**src/rtl/axi_dma_wr_pkg.sv**
```systemverilog
// Shared AXI constants and DMA state encodings.
// Imported by axi_dma_wr and axi_dma_rd.
package axi_dma_wr_pkg;

  localparam logic [2:0] SIZE_4B     = 3'b010;
  localparam logic [1:0] BURST_INCR  = 2'b01;
  localparam logic [1:0] RESP_OKAY   = 2'b00;
  localparam int         BOUNDARY_4K = 4096;

  typedef enum logic [2:0] {
    ST_IDLE,
    ST_AW,
    ST_W,
    ST_B,
    ST_DONE
  } dma_state_e;

endpackage

```
**src/rtl/axi_dma_wr_if.sv**
```systemverilog
// AXI4 write channels (AW, W, B) of the DMA write master.
// master: DMA side, slave: memory side.
interface axi_dma_wr_if #(
  parameter int AXI_WIDTH_AD = 32,
  parameter int AXI_WIDTH_DA = 32,
  parameter int AXI_WIDTH_DS = AXI_WIDTH_DA / 8
);

  logic                    M_AWVALID;
  logic                    M_AWREADY;
  logic [AXI_WIDTH_AD-1:0] M_AWADDR;
  logic [7:0]              M_AWLEN;
  logic [2:0]              M_AWSIZE;
  logic [1:0]              M_AWBURST;
  logic                    M_WVALID;
  logic                    M_WREADY;
  logic [AXI_WIDTH_DA-1:0] M_WDATA;
  logic [AXI_WIDTH_DS-1:0] M_WSTRB;
  logic                    M_WLAST;
  logic                    M_BVALID;
  logic                    M_BREADY;
  logic [1:0]              M_BRESP;

  modport master (
    output M_AWVALID, M_AWADDR, M_AWLEN,
    output M_AWSIZE, M_AWBURST,
    output M_WVALID, M_WDATA, M_WSTRB,
    output M_WLAST, M_BREADY,
    input  M_AWREADY, M_WREADY,
    input  M_BVALID, M_BRESP
  );

  modport slave (
    input  M_AWVALID, M_AWADDR, M_AWLEN,
    input  M_AWSIZE, M_AWBURST,
    input  M_WVALID, M_WDATA, M_WSTRB,
    input  M_WLAST, M_BREADY,
    output M_AWREADY, M_WREADY,
    output M_BVALID, M_BRESP
  );

endinterface

```
**src/rtl/axi_dma_wr.sv**
```systemverilog
// AXI4 write DMA: streams producer words to DRAM in INCR bursts
// that never cross 4 KB; one burst outstanding, AW then W then B.
// Ports: clk/rstn, start_dma/num_trans/start_addr command,
// data_i/data_vld_i/data_rdy_o producer stream, data_cnt_o,
// done_o pulse, sticky err_o, m_axi AXI write channels.
module axi_dma_wr
  import axi_dma_wr_pkg::*;
#(
  parameter int AXI_WIDTH_AD = 32,
  parameter int AXI_WIDTH_DA = 32,
  parameter int AXI_WIDTH_DS = AXI_WIDTH_DA / 8,
  parameter int BITS_TRANS   = 18,
  parameter int MAX_BURST    = 16
) (
  input  logic                    clk,
  input  logic                    rstn,
  input  logic                    start_dma,
  input  logic [BITS_TRANS-1:0]   num_trans,
  input  logic [AXI_WIDTH_AD-1:0] start_addr,
  input  logic [AXI_WIDTH_DA-1:0] data_i,
  input  logic                    data_vld_i,
  output logic                    data_rdy_o,
  output logic [BITS_TRANS-1:0]   data_cnt_o,
  output logic                    done_o,
  output logic                    err_o,
  axi_dma_wr_if.master            m_axi
);

  dma_state_e state, nxt;

  logic [AXI_WIDTH_AD-1:0] addr;
  logic [BITS_TRANS-1:0]   rem;
  logic [18:0]             len;
  logic [8:0]              beat;
  logic [BITS_TRANS-1:0]   cnt;
  logic                    err;

  logic                    start_ok;
  logic                    aw_hs;
  logic                    w_hs;
  logic                    b_hs;
  logic                    last_beat;
  logic [BITS_TRANS-1:0]   rem_nxt;
  logic [AXI_WIDTH_AD-1:0] addr_nxt;

  // Beats in the next burst: limited by words left, MAX_BURST
  // and the words remaining up to the next 4 KB page.
  function automatic logic [18:0] burst_len(
    input logic [BITS_TRANS-1:0] r,
    input logic [11:0]           a
  );
    logic [18:0] l;
    logic [18:0] b;
    b = 19'((13'(BOUNDARY_4K) - {1'b0, a}) >> 2);
    l = 19'(r);
    if (l > 19'(MAX_BURST)) l = 19'(MAX_BURST);
    if (l > b) l = b;
    return l;
  endfunction

  assign start_ok  = (state == ST_IDLE) && start_dma;
  assign aw_hs     = (state == ST_AW) && m_axi.M_AWREADY;
  assign w_hs      = (state == ST_W) && data_vld_i
                   && m_axi.M_WREADY;
  assign b_hs      = (state == ST_B) && m_axi.M_BVALID;
  assign last_beat = (19'(beat) == len - 19'd1);
  assign rem_nxt   = rem - BITS_TRANS'(len);
  assign addr_nxt  = addr + (AXI_WIDTH_AD'(len) << 2);

  assign data_cnt_o = cnt;
  assign err_o      = err;

  always_ff @(posedge clk or negedge rstn) begin
    if (!rstn) state <= ST_IDLE;
    else       state <= nxt;
  end

  always_comb begin
    nxt = state;
    unique case (state)
      ST_IDLE: begin
        if (start_dma)
          nxt = (num_trans == '0) ? ST_DONE : ST_AW;
      end
      ST_AW: begin
        if (m_axi.M_AWREADY) nxt = ST_W;
      end
      ST_W: begin
        if (w_hs && last_beat) nxt = ST_B;
      end
      ST_B: begin
        if (m_axi.M_BVALID)
          nxt = (rem_nxt == '0) ? ST_DONE : ST_AW;
      end
      ST_DONE: nxt = ST_IDLE;
      default: nxt = ST_IDLE;
    endcase
  end

  always_comb begin
    m_axi.M_AWVALID = 1'b0;
    m_axi.M_AWADDR  = '0;
    m_axi.M_AWLEN   = '0;
    m_axi.M_AWSIZE  = SIZE_4B;
    m_axi.M_AWBURST = BURST_INCR;
    m_axi.M_WVALID  = 1'b0;
    m_axi.M_WDATA   = '0;
    m_axi.M_WSTRB   = '1;
    m_axi.M_WLAST   = 1'b0;
    m_axi.M_BREADY  = 1'b0;
    data_rdy_o      = 1'b0;
    done_o          = 1'b0;
    unique case (state)
      ST_AW: begin
        m_axi.M_AWVALID = 1'b1;
        m_axi.M_AWADDR  = addr;
        m_axi.M_AWLEN   = 8'(len - 19'd1);
      end
      ST_W: begin
        m_axi.M_WVALID = data_vld_i;
        m_axi.M_WDATA  = data_i;
        m_axi.M_WLAST  = last_beat;
        data_rdy_o     = m_axi.M_WREADY;
      end
      ST_B:    m_axi.M_BREADY = 1'b1;
      ST_DONE: done_o = 1'b1;
      default: ;
    endcase
  end

  always_ff @(posedge clk or negedge rstn) begin
    if (!rstn) begin
      addr <= '0;
      rem  <= '0;
      len  <= '0;
      beat <= '0;
      cnt  <= '0;
      err  <= 1'b0;
    end else begin
      unique case (1'b1)
        start_ok: begin
          addr <= start_addr;
          rem  <= num_trans;
          cnt  <= '0;
          err  <= 1'b0;
          len  <= burst_len(num_trans, start_addr[11:0]);
        end
        aw_hs: beat <= '0;
        w_hs: begin
          beat <= beat + 9'd1;
          cnt  <= cnt + BITS_TRANS'(1);
        end
        b_hs: begin
          err  <= err | (m_axi.M_BRESP != RESP_OKAY);
          rem  <= rem_nxt;
          addr <= addr_nxt;
          len  <= burst_len(rem_nxt, addr_nxt[11:0]);
        end
        default: ;
      endcase
    end
  end

endmodule
```
**src/flat_wrapper.sv**
```systemverilog
// flat-port wrapper written by rule: the top's interface ports become plain ports
module axi_dma_wr_flat import axi_dma_wr_pkg::*;
#(
  parameter int AXI_WIDTH_AD = 32,
  parameter int AXI_WIDTH_DA = 32,
  parameter int AXI_WIDTH_DS = AXI_WIDTH_DA / 8,
  parameter int BITS_TRANS   = 18,
  parameter int MAX_BURST    = 16
)
  (clk, rstn, start_dma, num_trans, start_addr, data_i, data_vld_i, data_rdy_o, data_cnt_o, done_o, err_o, m_axi_M_AWVALID, m_axi_M_AWADDR, m_axi_M_AWLEN, m_axi_M_AWSIZE, m_axi_M_AWBURST, m_axi_M_WVALID, m_axi_M_WDATA, m_axi_M_WSTRB, m_axi_M_WLAST, m_axi_M_BREADY, m_axi_M_AWREADY, m_axi_M_WREADY, m_axi_M_BVALID, m_axi_M_BRESP);
  axi_dma_wr_if #(.AXI_WIDTH_AD(AXI_WIDTH_AD), .AXI_WIDTH_DA(AXI_WIDTH_DA), .AXI_WIDTH_DS(AXI_WIDTH_DS)) m_axi_i ();
  input  logic clk;
  input  logic rstn;
  input  logic start_dma;
  input  logic [BITS_TRANS-1:0] num_trans;
  input  logic [AXI_WIDTH_AD-1:0] start_addr;
  input  logic [AXI_WIDTH_DA-1:0] data_i;
  input  logic data_vld_i;
  output logic data_rdy_o;
  output logic [BITS_TRANS-1:0] data_cnt_o;
  output logic done_o;
  output logic err_o;
  output wire logic [$bits(m_axi_i.M_AWVALID)-1:0] m_axi_M_AWVALID;
  output wire logic [$bits(m_axi_i.M_AWADDR)-1:0] m_axi_M_AWADDR;
  output wire logic [$bits(m_axi_i.M_AWLEN)-1:0] m_axi_M_AWLEN;
  output wire logic [$bits(m_axi_i.M_AWSIZE)-1:0] m_axi_M_AWSIZE;
  output wire logic [$bits(m_axi_i.M_AWBURST)-1:0] m_axi_M_AWBURST;
  output wire logic [$bits(m_axi_i.M_WVALID)-1:0] m_axi_M_WVALID;
  output wire logic [$bits(m_axi_i.M_WDATA)-1:0] m_axi_M_WDATA;
  output wire logic [$bits(m_axi_i.M_WSTRB)-1:0] m_axi_M_WSTRB;
  output wire logic [$bits(m_axi_i.M_WLAST)-1:0] m_axi_M_WLAST;
  output wire logic [$bits(m_axi_i.M_BREADY)-1:0] m_axi_M_BREADY;
  input wire logic [$bits(m_axi_i.M_AWREADY)-1:0] m_axi_M_AWREADY;
  input wire logic [$bits(m_axi_i.M_WREADY)-1:0] m_axi_M_WREADY;
  input wire logic [$bits(m_axi_i.M_BVALID)-1:0] m_axi_M_BVALID;
  input wire logic [$bits(m_axi_i.M_BRESP)-1:0] m_axi_M_BRESP;
  assign m_axi_M_AWVALID = m_axi_i.M_AWVALID;
  assign m_axi_M_AWADDR = m_axi_i.M_AWADDR;
  assign m_axi_M_AWLEN = m_axi_i.M_AWLEN;
  assign m_axi_M_AWSIZE = m_axi_i.M_AWSIZE;
  assign m_axi_M_AWBURST = m_axi_i.M_AWBURST;
  assign m_axi_M_WVALID = m_axi_i.M_WVALID;
  assign m_axi_M_WDATA = m_axi_i.M_WDATA;
  assign m_axi_M_WSTRB = m_axi_i.M_WSTRB;
  assign m_axi_M_WLAST = m_axi_i.M_WLAST;
  assign m_axi_M_BREADY = m_axi_i.M_BREADY;
  assign m_axi_i.M_AWREADY = m_axi_M_AWREADY;
  assign m_axi_i.M_WREADY = m_axi_M_WREADY;
  assign m_axi_i.M_BVALID = m_axi_M_BVALID;
  assign m_axi_i.M_BRESP = m_axi_M_BRESP;
  axi_dma_wr #(.AXI_WIDTH_AD(AXI_WIDTH_AD), .AXI_WIDTH_DA(AXI_WIDTH_DA), .AXI_WIDTH_DS(AXI_WIDTH_DS), .BITS_TRANS(BITS_TRANS), .MAX_BURST(MAX_BURST)) u_core (.clk(clk), .rstn(rstn), .start_dma(start_dma), .num_trans(num_trans), .start_addr(start_addr), .data_i(data_i), .data_vld_i(data_vld_i), .data_rdy_o(data_rdy_o), .data_cnt_o(data_cnt_o), .done_o(done_o), .err_o(err_o), .m_axi(m_axi_i));
endmodule
```
**config.mk**
```make
export PLATFORM = sky130hd
export DESIGN_NAME = axi_dma_wr_flat
export DESIGN_NICKNAME = d
export VERILOG_FILES = /design/src/rtl/axi_dma_wr_pkg.sv /design/src/rtl/axi_dma_wr_if.sv /design/src/rtl/axi_dma_wr.sv /design/src/flat_wrapper.sv
export SDC_FILE = /design/constraint.sdc
export NUM_CORES = 1
export LEC_CHECK = 0
export ABC_AREA = 1
export CORE_UTILIZATION = 45
export CTS_CLUSTER_DIAMETER = 200
export DETAILED_ROUTE_END_ITERATION = 10
export GPL_TIMING_DRIVEN = 0
export PLACE_DENSITY = 0.77
export SYNTH_ARGS = -nofsm -noshare
export SYNTH_HDL_FRONTEND = slang
export SYNTH_SLANG_ARGS = --single-unit
```
**constraint.sdc**
```tcl
create_clock -name clk -period 4.2 [get_ports clk]
set_input_delay 0.84 -clock clk [delete_from_list [all_inputs] [get_ports clk]]
set_output_delay 0.84 -clock clk [all_outputs]
set_load 0.005 [all_outputs]
```
* Yosys cells after proc, flatten, opt, wreduce, memory -nomap -nowiden *
Index checks and enable logic that the tools add are counted.

operators by class
  equality and inequality tests = 9
  add/sub/neg operators = 7
  muxes and demuxes = 28
  bitwise operators = 1
  $lt $le $gt $ge = 4
  reductions and logical operators = 14

operators by type and width
  kind                    number
  $mux 19                 4
  $pmux 18 s2             2
  $mux 32                 2
  $pmux 32 s2             1
  $gt 19x17->1            2
  $pmux 19 s2             1
  $gt 18x5->1 const B     2
  $logic_not 18->1        2
  $mux 18                 2
  $add 32x21->32          1
  $sub 13x12->14 const A  2
  $eq 9x19->1             1
  $sub 19x1->19 const B   1
  $add 18x1->18 const B   1
  $mux 3                  6
  $pmux 9 s2              1
  $sub 18x18->18          1
  $pmux 3 s4              1
  $add 9x1->9 const B     1
  $mux 8                  1
  $ne 2x2->1 const B      4
  $reduce_bool 2->1       4
  $eq 3x2->1 const B      2
  $logic_and 1x1->1       6
  other kinds (7)         12

word-level totals
  register bits after elaboration = 100
  bits of input ports = 91
  output and inout port bits = 106
  logic and storage cells = 70

* Logic depth before layout (Yosys ltp) *
Gate-level depths: netlist of the first run.

  depth after elaboration = 7
  mapped depth = 29
  depth with buffers taken out = 29

* Worst setup path before layout of the first run *
Ideal clock, no wire load.

  path kind = register to register
  start point = register u_core.len[0]
  end point = register u_core.len[1]
  setup time = 0.120 ns
  clock period less this slack = 3.286 ns
  setup slack = 0.914 ns
  stages on the path, launching flop included = 27
  buffers on the path = 0
  required time = 4.080 ns
  arrival time = 3.166 ns
  cell sequence = dfrtp_1 ha_1 fa_1 inv_1 nand3_1 nand2_1 nand2_1 nand2_1 nand2_1 nand2_1 nand3_1 nor2_1 nand3_2 nor2_4 nand3_1 ha_1 a21oi_1 o21ai_0 nand2_1 o2111ai_1 nand2_2 inv_1 nand2_1 nand2_1 inv_1 nand2_1 nand2_1

on the way
  word-level cells in the longest chain between the ends = 7
  elaborated cells between the ends (all ways) = 9
  those cells by class = add/sub (3); order compare (2); mux (4)

RTL lines
  what                      RTL line           text
  start: declaration        axi_dma_wr.sv:33   logic [18:0] len;
  start signal: assignment  axi_dma_wr.sv:146  len <= burst_len(num_trans, start_addr[11:0]);
  start signal: assignment  axi_dma_wr.sv:157  len <= burst_len(rem_nxt, addr_nxt[11:0]);
  $sub 18x18->18            axi_dma_wr.sv:67   assign rem_nxt = rem - BITS_TRANS'(len);
  $gt 18x5->1               axi_dma_wr.sv:56   if (l > 19'(MAX_BURST)) l = 19'(MAX_BURST);
  $mux 18                   axi_dma_wr.sv:56
  $mux 19                   axi_dma_wr.sv:140  unique case (1'b1)
  $gt 19x17->1              axi_dma_wr.sv:57   if (l > b) l = b;
  $mux 19 (*)               axi_dma_wr.sv:57
  $pmux 19 s2 (*)           axi_dma_wr.sv:140

Every way passes the cells marked *; elsewhere a longest branch is shown, timed or not. The select of a mux whose other input is x is not followed.
A chain may end at the register's enable or synchronous reset.

* Worst setup path after layout of the first run *
  start point = register u_core.len[0]
  end point = register u_core.len[7]

Same word-level chain as after synthesis.

==> impl_metrics.env, run 1 <==
export IMPL_fin_util_pct=59.6
export IMPL_synth_xor_area_share_pct=2.35
export IMPL_grt_pass1_wl_mm=50.7
export IMPL_clock_skew_ns=0.0122
export IMPL_htree_levels=3
export IMPL_cp_start_kind="flip-flop"
export IMPL_cp_end_kind="flip-flop"
export IMPL_cp_required_ns=4.42
export IMPL_synth_warnings=0
export IMPL_drt_wl_total_mm=31.5
export IMPL_synthDistinctLibCells=51
export IMPL_synth_simple_area_share_pct=36.6
export IMPL_yosysTopAreaCell="dfrtp_1"
export IMPL_synthMuxAreaShare_pct=0.108
export IMPL_reg2reg_slack_ns=0.19
export IMPL_p_comb_share_pct=71.5
export IMPL_ys_flop_type="dfrtp_1"
export IMPL_layout_nets=1858
export IMPL_met3_usage_pct=4.04
export IMPL_synth_top_family_by_area="simple AND/OR/NAND/NOR gates"
export IMPL_p_int_uw=3990
export IMPL_crit_slowest_cell="dfrtp_2"
export IMPL_die_h_um=145
export IMPL_firstDrtPassIters=6
export IMPL_syn_inst=1476
export IMPL_ys_seq_elements=99
export IMPL_outcome="completed"
export IMPL_io_buffers=187
export IMPL_grt_start_max_net_pins=65
export IMPL_area_delta_synth_final_pct=29.9
export IMPL_grt_pass1_vias=9914
export IMPL_slowest_delay_ns=0.41
export IMPL_synthAdderAreaFrac_pct=8.54
export IMPL_hold_path_class="primary input to asynchronous set/reset pin"
export IMPL_row_count=52
export IMPL_hold_viol=0
export IMPL_synth_compound_area_share_pct=13.1
export IMPL_busiest_layer="met2"
export IMPL_dpl_hpwl_mm=25.0
export IMPL_holdBufCountCts=0
export IMPL_power_density_nw_per_um2=726
export IMPL_maxCapViolCount=0
export IMPL_routed_via_density=5.37
export IMPL_clock_sinks=99
export IMPL_switchingPower_uw=4750
export IMPL_use_met1_pct=39.6
export IMPL_netSwitchingFraction_pct=54.3
export IMPL_gp_congestion=0.961
export IMPL_syn_avg_cell_area_um2=6.27
export IMPL_layout_min_cycle_time_ns=4.01
export IMPL_clk_pin_slew_ns=0.09
export IMPL_overflow=0
export IMPL_crit_arrival_ns=4.23
export IMPL_die_x_um=145
export IMPL_diodes=0
export IMPL_rsz0062_at_grt="no"
export IMPL_irDropWorstVdd_v=0.000330
export IMPL_regToRegStartpoint="u_core.len[0]"
export IMPL_num_vias=10626
export IMPL_share_seq_of_total_power_pct=18.1
export IMPL_setup_viol=0
export IMPL_ios=197
export IMPL_core_um2=20200
export IMPL_numCtsBuffers=9
export IMPL_drtIter0Drc=1018
export IMPL_seq_area_frac_synth_pct=26.8
export IMPL_die_area_um2=21100
export IMPL_layout_common_cells="408 x nand2_1, 251 x inv_1, 187 x nor2_1"
export IMPL_layout_cells_most_common="nand2_1"
export IMPL_grt_use_total_pct=30.1
export IMPL_slew_viol_final=0
export IMPL_cp_cell_sequence="buf_4 > ha_1 > fa_2 > nand3_1 > nand2_1 > a21boi_2 > o21bai_1 > xor2_2 > nor2_2 > nand2_2 > nor2_1 > inv_1 > ha_1 > nand2_1 > nor2_1 > nand3_1 > o2111ai_1 > nand2_2 > clkinvlp_4 > nand4_1 > o211ai_1"
export IMPL_cellLeakagePower_uw=0.00609
export IMPL_dp_cells=1953
export IMPL_crit_path_start="u_core.len[0]"
export IMPL_tritoncts="built"
export IMPL_met2_usage_pct=50.4
export IMPL_synth_edf_count=0
export IMPL_critPathKind="flip-flop to flip-flop"
export IMPL_postRouteAntennaNets=0
export IMPL_syn_cell_area_um2=9260
export IMPL_synthArstFlopShare_pct=100
export IMPL_cp_max_fo=8
export IMPL_ys_top_cells_by_area="dfrtp_1 27%, nand2_1 17%, inv_1 10%"
export IMPL_clockRootBuffer="clkbuf_16"
export IMPL_antenna_found_initial=0
export IMPL_finalNonFillerCells=1980
export IMPL_yosysTopAreaCellShare_pct=26.8
export IMPL_drive_gt1_share_pct=6.49
export IMPL_clock_fmax_ghz=0.250
export IMPL_start_util_pct=45.9
export IMPL_cts_path_max_buffers=2
export IMPL_worst_pin_slew_ns=0.890
export IMPL_worstSkewPairLatency_ns=0.38
export IMPL_wire_per_inst_um=15.9
export IMPL_period_share_pct=95.4
export IMPL_drc=0
export IMPL_slew_headroom_pct=40.6
export IMPL_p_clk_share_pct=10.4
## synthesized netlist by cell type, types with 3 or more instances
cell	count
nand2_1	412
inv_1	256
nor2_1	188
dfrtp_1	99
nand3_1	97
a21oi_1	67
ha_1	60
o21ai_0	51
nand4_1	22
nor3_1	22
o221ai_1	22
clkbuf_1	19
o211ai_1	17
xor2_1	15
nand2_2	10
nand3_2	10
a31oi_1	9
buf_4	9
nor2_2	9
xnor2_1	8
and2_1	7
buf_2	7
o22ai_1	7
o21bai_1	6
a22oi_1	4
nor4_1	4
and3_1	3
nand3b_1	3
## per-layer routing
| layer | vias to the layer above | wire length (um) |
|---|---|---|
| met5 | - | 0 |
| met4 | 0 | 1050 |
| met3 | 69 | 2320 |
| met2 | 479 | 14500 |
| met1 | 4906 | 13600 |
| li1 | 5172 | - |
## metrics by stage
step	TNS, ns	power [uW]	hold slack [ns]	worst slack (ns)	instance area, um^2
2_1_floorplan	0	5570	0.459	0.914	9330
3_3_place_gp	-172.24	7330	0.472	-1.75	11500
3_5_place_dp	0	7470	0.473	0.0674	11600
4_1_cts	0	8410	0.440	0.0103	11900
5_1_grt	0	9480	0.448	0.00153	12000
6_report	0	8740	0.418	0.193	12000
## layout make-up
| class | instances | area (um^2) |
|---|---|---|
| buffer | 37 | 181 |
| clock buffer | 9 | 225 |
| clock inverter | 7 | 88.8 |
| fill | 1996 | 8150 |
| inverter | 258 | 980 |
| multi-input combinational | 1101 | 5740 |
| sequential | 99 | 2490 |
| tap | 270 | 338 |
| timing repair buffer | 199 | 1980 |
## critical path, delay by kind of cell (launching register included)
kind / cells / cell delay (ns)
buffers and inverters: 3 / 0.45
XOR/XNOR: 1 / 0.22
adder cells (fa/ha/maj): 3 / 0.97
AND/OR/NAND/NOR: 10 / 1.20
AO/OA/AOI/OAI: 4 / 0.61
flip-flops: 1 / 0.41
## path summary, 6_finish.rpt
path | to | cells past startpoint
min in group clk | u_core.data_cnt_o[17] | 1
setup / recovery | u_core.len[7] | 21
hold / removal | u_core.data_cnt_o[0] | 1
setup reg to reg | u_core.len[7] | 21
max in group asynchronous | u_core.len[0] | 2
hold reg to reg | u_core.data_cnt_o[17] | 1
## timing repair
item | CTS | global route
gates resized for setup | 0 | 28
buffers inserted | 0 | 11
setup endpoints to repair | 0 | 11
## power groups by stage
| stage | sequential (uW) | clock, uW | combinational [uW] |
|---|---|---|---|
| after detailed placement | 1590 | 0 | 5870 |
| after CTS | 1570 | 905 | 5930 |
| after global routing | 1610 | 949 | 6920 |
| after global placement | 1590 | 0 | 5750 |
| after floorplan | 1480 | 0 | 4090 |
| final | 1580 | 910 | 6250 |
## registers in the layout, indices dropped and copies added, names as in the netlist
signal and flops:
u_core.addr 32, u_core.beat 9, u_core.data_cnt_o 18, u_core.err_o 1, u_core.len 18, u_core.rem 18, u_core.state 3
## cells by family after synthesis
| family | Yosys count |
|---|---|
| AO/OA/AOI/OAI | 199 |
| XOR/XNOR | 24 |
| adder cells (fa/ha/maj) | 62 |
| buffers and inverters | 295 |
| flip-flops | 99 |
| multiplexers | 1 |
| other | 2 |
| AND/OR/NAND/NOR | 794 |
Note: power is estimated with default switching activity, not from simulation.
==> inputs of run 2 (changes only) <==
--- a/config.mk
+++ b/config.mk
@@ -7,7 +7,6 @@
 export LEC_CHECK = 0
 export ABC_AREA = 1
 export CORE_UTILIZATION = 45
-export CTS_CLUSTER_DIAMETER = 200
 export DETAILED_ROUTE_END_ITERATION = 10
 export GPL_TIMING_DRIVEN = 0
 export PLACE_DENSITY = 0.77
==> constraint.sdc (replaced) <==
create_clock -name clk -period 4.1 [get_ports clk]
set_input_delay 0.82 -clock clk [delete_from_list [all_inputs] [get_ports clk]]
set_output_delay 0.82 -clock clk [all_outputs]
set_load 0.005 [all_outputs]
==> run 2 against run 1 <==
  * Combinational power grew 2%
  * Wire length is essentially flat
  * Setup slack lost 0.039 ns
  * Critical path type unchanged
==> impl_metrics.env, run 2 (synthesis gave the netlist of run 1 again) <==
export IMPL_finalNonFillerCells=1979
export IMPL_crit_buf_inv=3
export IMPL_grt_pass1_vias=9914
export IMPL_postRouteAntennaNets=0
export IMPL_gp_congestion=0.961
export IMPL_layout_nets=1857
export IMPL_drive_gt1_share_pct=6.55
export IMPL_layout_min_cycle_time_ns=3.95
export IMPL_drt_wl_total_mm=31.5
export IMPL_largest_reg_flops=32
export IMPL_crit_arrival_ns=4.20
export IMPL_ios=197
export IMPL_crit_top_cell="nand2_1"
export IMPL_dp_cells=1953
export IMPL_hold_viol=0
export IMPL_cp_end_kind="flip-flop"
export IMPL_crit_slowest_cell="dfrtp_2"
export IMPL_firstDrtPassIters=6
export IMPL_clk_pin_slew_ns=0.09
export IMPL_setup_viol=0
export IMPL_post_place_ws_ns=-0.0326
export IMPL_critPathKind="flip-flop to flip-flop"
export IMPL_cp_start_kind="flip-flop"
export IMPL_layout_cells_most_common="nand2_1"
export IMPL_power_density_nw_per_um2=743
export IMPL_io_buffers=187
export IMPL_numCtsBuffers=9
export IMPL_cts_path_max_buffers=2
export IMPL_clock_fmax_ghz=0.253
export IMPL_layout_common_cells="407 x nand2_1, 250 x inv_1, 187 x nor2_1"
export IMPL_grt_pass1_wl_mm=50.7
export IMPL_diodes=0
export IMPL_path_delay_family="simple AND/OR/NAND/NOR gates"
export IMPL_cp_max_fo=6
export IMPL_clock_skew_ns=0.0108
export IMPL_start_util_pct=45.9
export IMPL_area_delta_synth_final_pct=29.8
export IMPL_core_um2=20200
export IMPL_row_count=52
export IMPL_cp_cell_sequence="buf_4 > ha_1 > fa_2 > nand3_1 > nand2_1 > a21boi_2 > o21bai_1 > xor2_2 > nor2_2 > nand2_2 > nor2_1 > inv_1 > ha_1 > nand2_1 > nor2_1 > nand3_1 > o2111ai_1 > nand2_2 > buf_4 > nand4_1 > nand2_1 > nand2_1"
export IMPL_die_x_um=145
export IMPL_holdBufCountCts=0
export IMPL_period_share_pct=96.3
export IMPL_drc=0
export IMPL_grt_start_max_net_pins=65
export IMPL_clockRootBuffer="clkbuf_16"
export IMPL_clock_sinks=99
export IMPL_htree_levels=3
export IMPL_grt_use_total_pct=30.1
export IMPL_finalPower_uw=8930
export IMPL_maxCapViolCount=0
export IMPL_cellLeakagePower_uw=0.00609
export IMPL_slowest_delay_ns=0.41
export IMPL_dpl_hpwl_mm=25.0
export IMPL_die_h_um=145
export IMPL_slew_viol_final=0
export IMPL_hold_path_class="primary input to asynchronous set/reset pin"
export IMPL_irDropWorstVdd_v=0.000337
export IMPL_wire_per_inst_um=15.9
export IMPL_worst_pin_slew_ns=0.905
export IMPL_die_area_um2=21100
export IMPL_worstSkewPairLatency_ns=0.37
export IMPL_largest_register="u_core.addr"
export IMPL_cp_required_ns=4.35
export IMPL_drtIter0Drc=1098
export IMPL_tritoncts="built"
export IMPL_postLayoutSetupSlackWorst_ns=0.154
export IMPL_routed_via_density=5.39
export IMPL_num_vias=10666
export IMPL_slew_headroom_pct=39.6
export IMPL_overflow=0
export IMPL_antenna_found_initial=0
export IMPL_outcome="completed"
## run 2: path summary, 6_finish.rpt
check | from | end | slack, ns | cells past startpoint
setup / recovery | u_core.len[0] | u_core.len[4] | 0.15 | 22
hold / removal | rstn | u_core.data_cnt_o[0] | 0.40 | 1
setup reg to reg | u_core.len[0] | u_core.len[4] | 0.15 | 22
hold reg to reg | u_core.data_cnt_o[17] | u_core.data_cnt_o[17] | 0.49 | 1
max in group asynchronous | rstn | u_core.len[0] | 2.95 | 2
min in group clk | u_core.data_cnt_o[17] | u_core.data_cnt_o[17] | 0.49 | 1
## run 2: metrics by stage
stage | hold slack (ns) | cell area, um^2 | TNS (ns) | utilization [%]
finish | 0.398 | 12000 | 0 | 59.6
global route | 0.428 | 12000 | -0.0314 | 59.6
CTS | 0.420 | 11900 | 0 | 58.9
detailed placement | 0.473 | 11600 | -0.106 | 57.3
global placement | 0.472 | 11500 | -180.16 | 57.2
floorplan | 0.459 | 9330 | 0 | -
## run 2: power breakdown
| part | leakage [uW] | internal [uW] | switching (uW) |
|---|---|---|---|
| registers | 0.00127 | 1310 | 311 |
| logic | 0.00466 | 2330 | 4050 |
| clock network | 0.000153 | 442 | 486 |
| total | 0.00609 | 4080 | 4850 |
## run 2: what timing repair did
| item | 4_1_cts | 5_1_grt |
|---|---|---|
| resized for setup | 1 | 29 |
| cloned | 0 | 0 |
| endpoints found under the setup margin | 6 | 11 |
| pin swaps | 0 | 2 |
| buffers inserted | 0 | 10 |
## run 2: area by class of cell
class,instances,area [um^2]
Fill cell,2000,8150
Multi-Input combinational cell,1101,5750
Sequential cell,99,2490
Timing Repair Buffer,198,1970
Inverter,258,976
Tap cell,270,338
Clock buffer,9,225
Buffer,37,181
Clock inverter,7,88.8
## run 2: layer usage
layer / vias up / global-route usage [%] / routed length [um]
met5: - / 0 / 0
met4: 0 / 11.4 / 1100
met3: 71 / 4.04 / 2500
met2: 501 / 50.4 / 14600
met1: 4920 / 39.6 / 13400
li1: 5174 / - / -
==> inputs of run 3 (changes only) <==
--- a/config.mk
+++ b/config.mk
@@ -10,6 +10,7 @@
 export DETAILED_ROUTE_END_ITERATION = 10
 export GPL_TIMING_DRIVEN = 0
 export PLACE_DENSITY = 0.77
+export SKIP_LAST_GASP = 1
 export SYNTH_ARGS = -nofsm -noshare
 export SYNTH_HDL_FRONTEND = slang
 export SYNTH_SLANG_ARGS = --single-unit
==> results of run 3 <==
No change in the layout: final DEF, timing and power equal those of run 2.
